File: config.mk
export PLATFORM = sky130hd
export DESIGN_NAME = adder_tree_feeder
export DESIGN_NICKNAME = d
export VERILOG_FILES = /design/src/rtl/adder_tree_pkg.sv /design/src/rtl/adder_tree_feeder.sv
export SDC_FILE = /design/constraint.sdc
export NUM_CORES = 1
export LEC_CHECK = 0
export BUFFER_PORTS_ARGS = -buffer_cell sky130_fd_sc_hd__buf_2
export CORE_ASPECT_RATIO = 1.4
export CORE_MARGIN = 1.5
export CORE_UTILIZATION = 30
export DETAILED_ROUTE_END_ITERATION = 8
export PLACE_DENSITY = 0.6
export SLEW_MARGIN = 10
export SYNTH_ARGS = -nofsm -noshare
export SYNTH_HDL_FRONTEND = slang
export SYNTH_SLANG_ARGS = --single-unit
export TNS_END_PERCENT = 5
File: constraint.sdc
create_clock -name clk -period 2.4 [get_ports clk]
set_input_delay 0.24 -clock clk [delete_from_list [all_inputs] [get_ports clk]]
set_output_delay 0.24 -clock clk [all_outputs]
set_load 0.01 [all_outputs]
File: src/rtl/adder_tree_pkg.sv
// Shared constants and types for the 37-input adder tree datapath.
// Latency: n/a (package only).
// Backpressure: n/a (package only).
package adder_tree_pkg;

  localparam int N_IN  = 37;  // tree inputs == bytes per frame
  localparam int IN_W  = 8;   // byte width
  localparam int SUM_W = 14;  // clog2(37*255+1), width of the tree sum

  typedef enum logic {
    COLLECT = 1'b0,  // gathering a frame
    DRAIN   = 1'b1   // dropping bytes of an over-long frame until s_last
  } state_e;

endpackage

File: src/rtl/adder_tree_feeder.sv
// Stream-to-vector front end: collects N_IN framed bytes, presents them in parallel to the adder tree.
// Latency: o_valid / err_len pulse one cycle after the frame's deciding byte is accepted.
// Backpressure: none toward the tree; s_ready is high whenever out of reset (1 byte/clk sustained).
//
// Ports:
//   clk, rst            single clock, synchronous active-high reset
//   s_valid/s_data/s_last/s_ready   upstream byte stream (transfer on s_valid & s_ready)
//   o_valid, o_vec      one-cycle frame pulse + held frame vector (byte k at o_vec[k*IN_W +: IN_W])
//   err_len             one-cycle pulse on a short or long frame
module adder_tree_feeder #(
  parameter int N_IN = adder_tree_pkg::N_IN,
  parameter int IN_W = adder_tree_pkg::IN_W
) (
  input  logic                 clk,
  input  logic                 rst,
  input  logic                 s_valid,
  input  logic [IN_W-1:0]      s_data,
  input  logic                 s_last,
  output logic                 s_ready,
  output logic                 o_valid,
  output logic [N_IN*IN_W-1:0] o_vec,
  output logic                 err_len
);

  import adder_tree_pkg::*;

  localparam int              IDX_W    = $clog2(N_IN);
  localparam logic [IDX_W-1:0] LAST_IDX = IDX_W'(N_IN - 1);

  state_e                 state_q, state_d;
  logic [IDX_W-1:0]       idx_q, idx_d;
  logic                   s_ready_q;
  logic                   o_valid_q, o_valid_d;
  logic                   err_len_q, err_len_d;
  logic [N_IN*IN_W-1:0]   o_vec_q;
  logic [IN_W-1:0]        frame_q [N_IN];
  logic                   accept;
  logic                   wr_en;
  logic                   commit;

  assign accept = s_valid & s_ready_q;

  // Next-state / control decode
  always_comb begin
    state_d   = state_q;
    idx_d     = idx_q;
    o_valid_d = 1'b0;
    err_len_d = 1'b0;
    wr_en     = 1'b0;
    commit    = 1'b0;
    if (accept) begin
      case (state_q)
        COLLECT: begin
          wr_en = 1'b1;
          if (idx_q == LAST_IDX) begin
            idx_d = '0;
            if (s_last) begin
              commit    = 1'b1;
              o_valid_d = 1'b1;
            end else begin
              // Over-long frame: flag once, then swallow the rest of it.
              err_len_d = 1'b1;
              state_d   = DRAIN;
            end
          end else if (s_last) begin
            err_len_d = 1'b1;
            idx_d     = '0;
          end else begin
            idx_d = idx_q + 1'b1;
          end
        end
        DRAIN: begin
          if (s_last) begin
            state_d = COLLECT;
          end
        end
      endcase
    end
  end

  // Control state
  always_ff @(posedge clk) begin
    if (rst) begin
      state_q   <= COLLECT;
      idx_q     <= '0;
      s_ready_q <= 1'b0;
      o_valid_q <= 1'b0;
      err_len_q <= 1'b0;
    end else begin
      state_q   <= state_d;
      idx_q     <= idx_d;
      s_ready_q <= 1'b1;
      o_valid_q <= o_valid_d;
      err_len_q <= err_len_d;
    end
  end

  // Frame buffer: no reset needed, every slot is rewritten before it is committed.
  always_ff @(posedge clk) begin
    if (wr_en) begin
      frame_q[idx_q] <= s_data;
    end
  end

  // Output register is separate from the frame buffer so a frame in progress
  // never disturbs the last committed vector. The final byte bypasses the buffer.
  always_ff @(posedge clk) begin
    if (rst) begin
      o_vec_q <= '0;
    end else if (commit) begin
      for (int k = 0; k < N_IN - 1; k++) begin
        o_vec_q[k*IN_W +: IN_W] <= frame_q[k];
      end
      o_vec_q[(N_IN-1)*IN_W +: IN_W] <= s_data;
    end
  end

  assign s_ready = s_ready_q;
  assign o_valid = o_valid_q;
  assign err_len = err_len_q;
  assign o_vec   = o_vec_q;

endmodule

==> PnR_summary.wiki <==
{| class="wikitable"
! Metric !! Value
|-
| Fin cells || 2924
|-
| WHS || 0.0903 ns
|-
| Endpoint of the most critical register-to-register path || o_vec[275]
|-
| Final Cell Area || 24400 um2
|-
| Global-route wire length before repair || 78.8 mm
|-
| Number of antenna violations at the first check in global routing || 1
|-
| Die width || 220 um
|-
| Run status || complete, no violations
|-
| Largest net degree at the start of global routing || 88
|-
| Post-synth top area share || 43.8%
|-
| Height of the chip || 307 um
|-
| Fin Clk Skew || 0.00907 ns
|-
| Number of detailed-routing iterations run before antenna repair || 5
|-
| Area inside the core boundary || 65300 um2
|-
| Simple-gate share of the synthesized area || 13.4%
|-
| Critical path endpoint category || register
|-
| Initial standard-cell utilization of the core || 30.3%
|-
| Worst R2R Start || idx_q[5]
|-
| Final sum of negative setup slack || 0 ns
|-
| Filler Cell Count || 6418
|-
| Syn Inst Count || 1696
|-
| Internal reg-to-reg setup slack || 0.16 ns
|-
| Detailed Place HPWL || 34.3 mm
|-
| Final hold violation count || 0
|-
| Worst setup path startpoint || idx_q[5]
|-
| Area leader, netlist || edfxtp_1
|-
| Number of sinks handled by clock tree synthesis || 594
|-
| Placed Instances || 2814
|-
| Arr. time, crit path || 2.78 ns
|-
| Number of nets in the final layout || 2043
|-
| PortBufs || 310
|-
| Clock-pin slew of the registers on the worst-case setup and hold paths || 0.07 ns
|-
| Max H-tree Level || 2
|-
| Setup ws final || 0.163 ns
|-
| Post-synthesis mux area share || 0%
|-
| Path depth of the worst reg2reg path || 8
|-
| Starting DRT DRC Count || 700
|-
| Proportion of synthesized chip area in sequential cells || 74.8%
|-
| Post-route clock period utilization || 93.2%
|-
| Path type of the worst setup path || register to register
|-
| Launch point of the worst hold path || rst
|-
| Number of global-route vias before repair || 13100
|-
| Pre-CTS setup slack || 0.119 ns
|-
| Final RePlAce weighted congestion || 0.763
|-
| Synth warn || 0
|-
| Die Outline Area || 67400 um2
|-
| Share of the synthesized area in compound gates (AO/OA/AOI/OAI) || 8.07%
|-
| Count of final setup violators || 0
|-
| Cell area after technology mapping || 19800 um2
|-
| Share of layout cells above drive strength 1 || 22.9%
|-
| Post-synthesis share of cell area spent on xor and xnor gates || 0%
|-
| Fin. max-slew vios || 0
|-
| Number of cells traversed by the worst hold path || 2
|-
| Measured slew at the worst slew-check pin || 0.730 ns
|-
| Number of nets with antenna violations after detailed routing || 0
|-
| Cell Area, Placed || 22500 um2
|-
| Remaining max-slew budget at the tightest pin || 51.3%
|-
| Dominant register cell in the synthesized netlist || dfxtp_1
|-
| Pwr/cell area || 815 nW/um2
|-
| Combinational family with the most area after synthesis || simple AND/OR/NAND/NOR gates
|-
| Average routed wire per standard cell || 18.3 um
|-
| Net count after synthesis || 1712
|-
| Top cells by area in the synthesized netlist || edfxtp_1 44%, dfxtp_1 31%, nand2_1 11%
|-
| Number of top-level pins || 311
|-
| Clock tree buffer depth || 3
|-
| Vias per cell || 4.57
|-
| Worst Hold Class || input port to register
|-
| Post-Synthesis Mean Instance Area || 11.6 um2
|-
| Yosys cell types || 41
|-
| Unrepaired setup endpoints after global routing || no
|-
| LEAKAGE || 8.91 nW
|-
| Startpoint kind of the worst setup timing path || register
|-
| Wire length reported by the detailed router || 53.4 mm
|-
| Clk_lat worst skew || 0.62 ns
|-
| Hold endpoint || o_vec[253]
|-
| Data required time of the worst path || 2.94 ns
|-
| Clock Root Buffer || clkbuf_16
|-
| Minimum period implied by the final worst setup slack || 2.24 ns
|-
| Number of enable-type register cells in the synthesized netlist || 288
|-
| Placement row count || 111
|-
| Worst-case vdd ir drop || 0.000536 V
|-
| Post-synthesis to final-layout area growth || 23.6%
|-
| Max-Cap Viols || 0
|-
| Maximum clock rate || 447 MHz
|-
| Via count of the routed design || 13400
|-
| PnR Total Power || 19.9 mW
|-
| CTS tree || done
|-
| Critical path peak fanout || 55
|-
| Overall global routing resource usage || 15.6%
|-
| Total grt overflow || 0
|-
| Flop and latch count out of synthesis || 594
|-
| Area share of fa/ha/maj cells after synthesis || 0.253%
|-
| DRC Markers || 0
|-
| Final core utilization || 37.4%
|-
| Num CTS Buffers || 56
|-
| Proportion of synthesized flip-flops having asynchronous set or reset || 0%
|}
-- per-layer routing --
layer / global-route usage (%) / vias to the layer above / routed length, um
met5: 0 / - / 0
met4: 5.84 / 0 / 1760
met3: 2.97 / 94 / 2560
met2: 28.0 / 326 / 27500
met1: 18.2 / 6553 / 21600
li1: - / 6395 / -
-- cell usage in the layout (no fill, tap or decap), types with 3 or more instances in the layout --
master      netlist  routed
clkbuf_16         0      57
nand3_1           7       7
a21oi_1         299     299
bufinv_16         0       6
nor2_1           39      39
nor3_1            3       3
inv_1             4       4
edfxtp_1        288     288
clkbuf_1         41      18
clkinvlp_4        0       3
nand2_1         600     600
buf_12            0      23
inv_6             0       4
clkinv_2          0      13
buf_4            10      48
or3_1             3       3
ha_1              4       4
nand4b_1          3       3
dfxtp_1         306     306
nor2b_1           3       3
buf_2            35     309
-- synth_stat cells, types with 4 or more instances --
library cell,count
inv_1,4
edfxtp_1,288
buf_2,35
a21oi_1,299
dfxtp_1,306
nand2_1,600
nor2_1,39
buf_4,10
nand3_1,7
clkbuf_1,41
buf_6,23
ha_1,4
-- cells by family (layout without fill, tap and decap cells) --
kind of cell	after synthesis	after routing
other cells	0	2
compound gates	311	311
flops	594	594
buf+inv	114	493
fa+ha+maj	4	4
simple gates	673	673
-- worst max-delay path by stage --
stage	to	cells after the start
after floorplan	o_vec[143]	11
after global placement	o_vec[133]	8
after detailed placement	o_vec[118]	8
after CTS	o_vec[118]	8
after global routing	o_vec[275]	8
final	o_vec[275]	8
-- critical path: stages (launching register included) --
cell and delay [ns]:
dfxtp_1 0.42, or3b_1 0.39, nor2_1 0.17, ha_1 0.22, and4b_4 0.28, buf_12 0.16, buf_12 0.26, nand2_1 0.11
a21oi_1 0.15
-- area by class of cell --
class	count	area [um2]	area share, %
multi-input cells	988	4300	17.6
diodes	2	5.00	0.0205
repair buffers	383	2420	9.91
inverters	4	15.0	0.0615
clock buffers	76	1510	6.18
well taps	847	1060	4.34
clock inverters	30	335	1.37
flip-flops and latches	594	14800	60.5
-- registers in the layout (all words and copies together) (netlist names) --
signal	flops
o_vec	296
frame_q	288
idx_q	6
err_len	1
o_valid	1
s_ready	1
state_q	1
-- power by group --
group | internal [mW] | leakage [nW] | switching, mW
Clock | 5.09 | 0.901 | 3.88
Combinational | 0.0542 | 2.95 | 0.259
Sequential | 10.6 | 5.05 | 0.00474
-- timing repair --
item / in CTS / in global routing
buffers inserted: 0 / 1
endpoints found under the hold margin: 2 / 0
endpoints found under the setup margin: 0 / 50
gates resized for setup: 0 / 1
hold buffers: 1 / 0
Note: power is estimated with default switching activity, not from simulation.
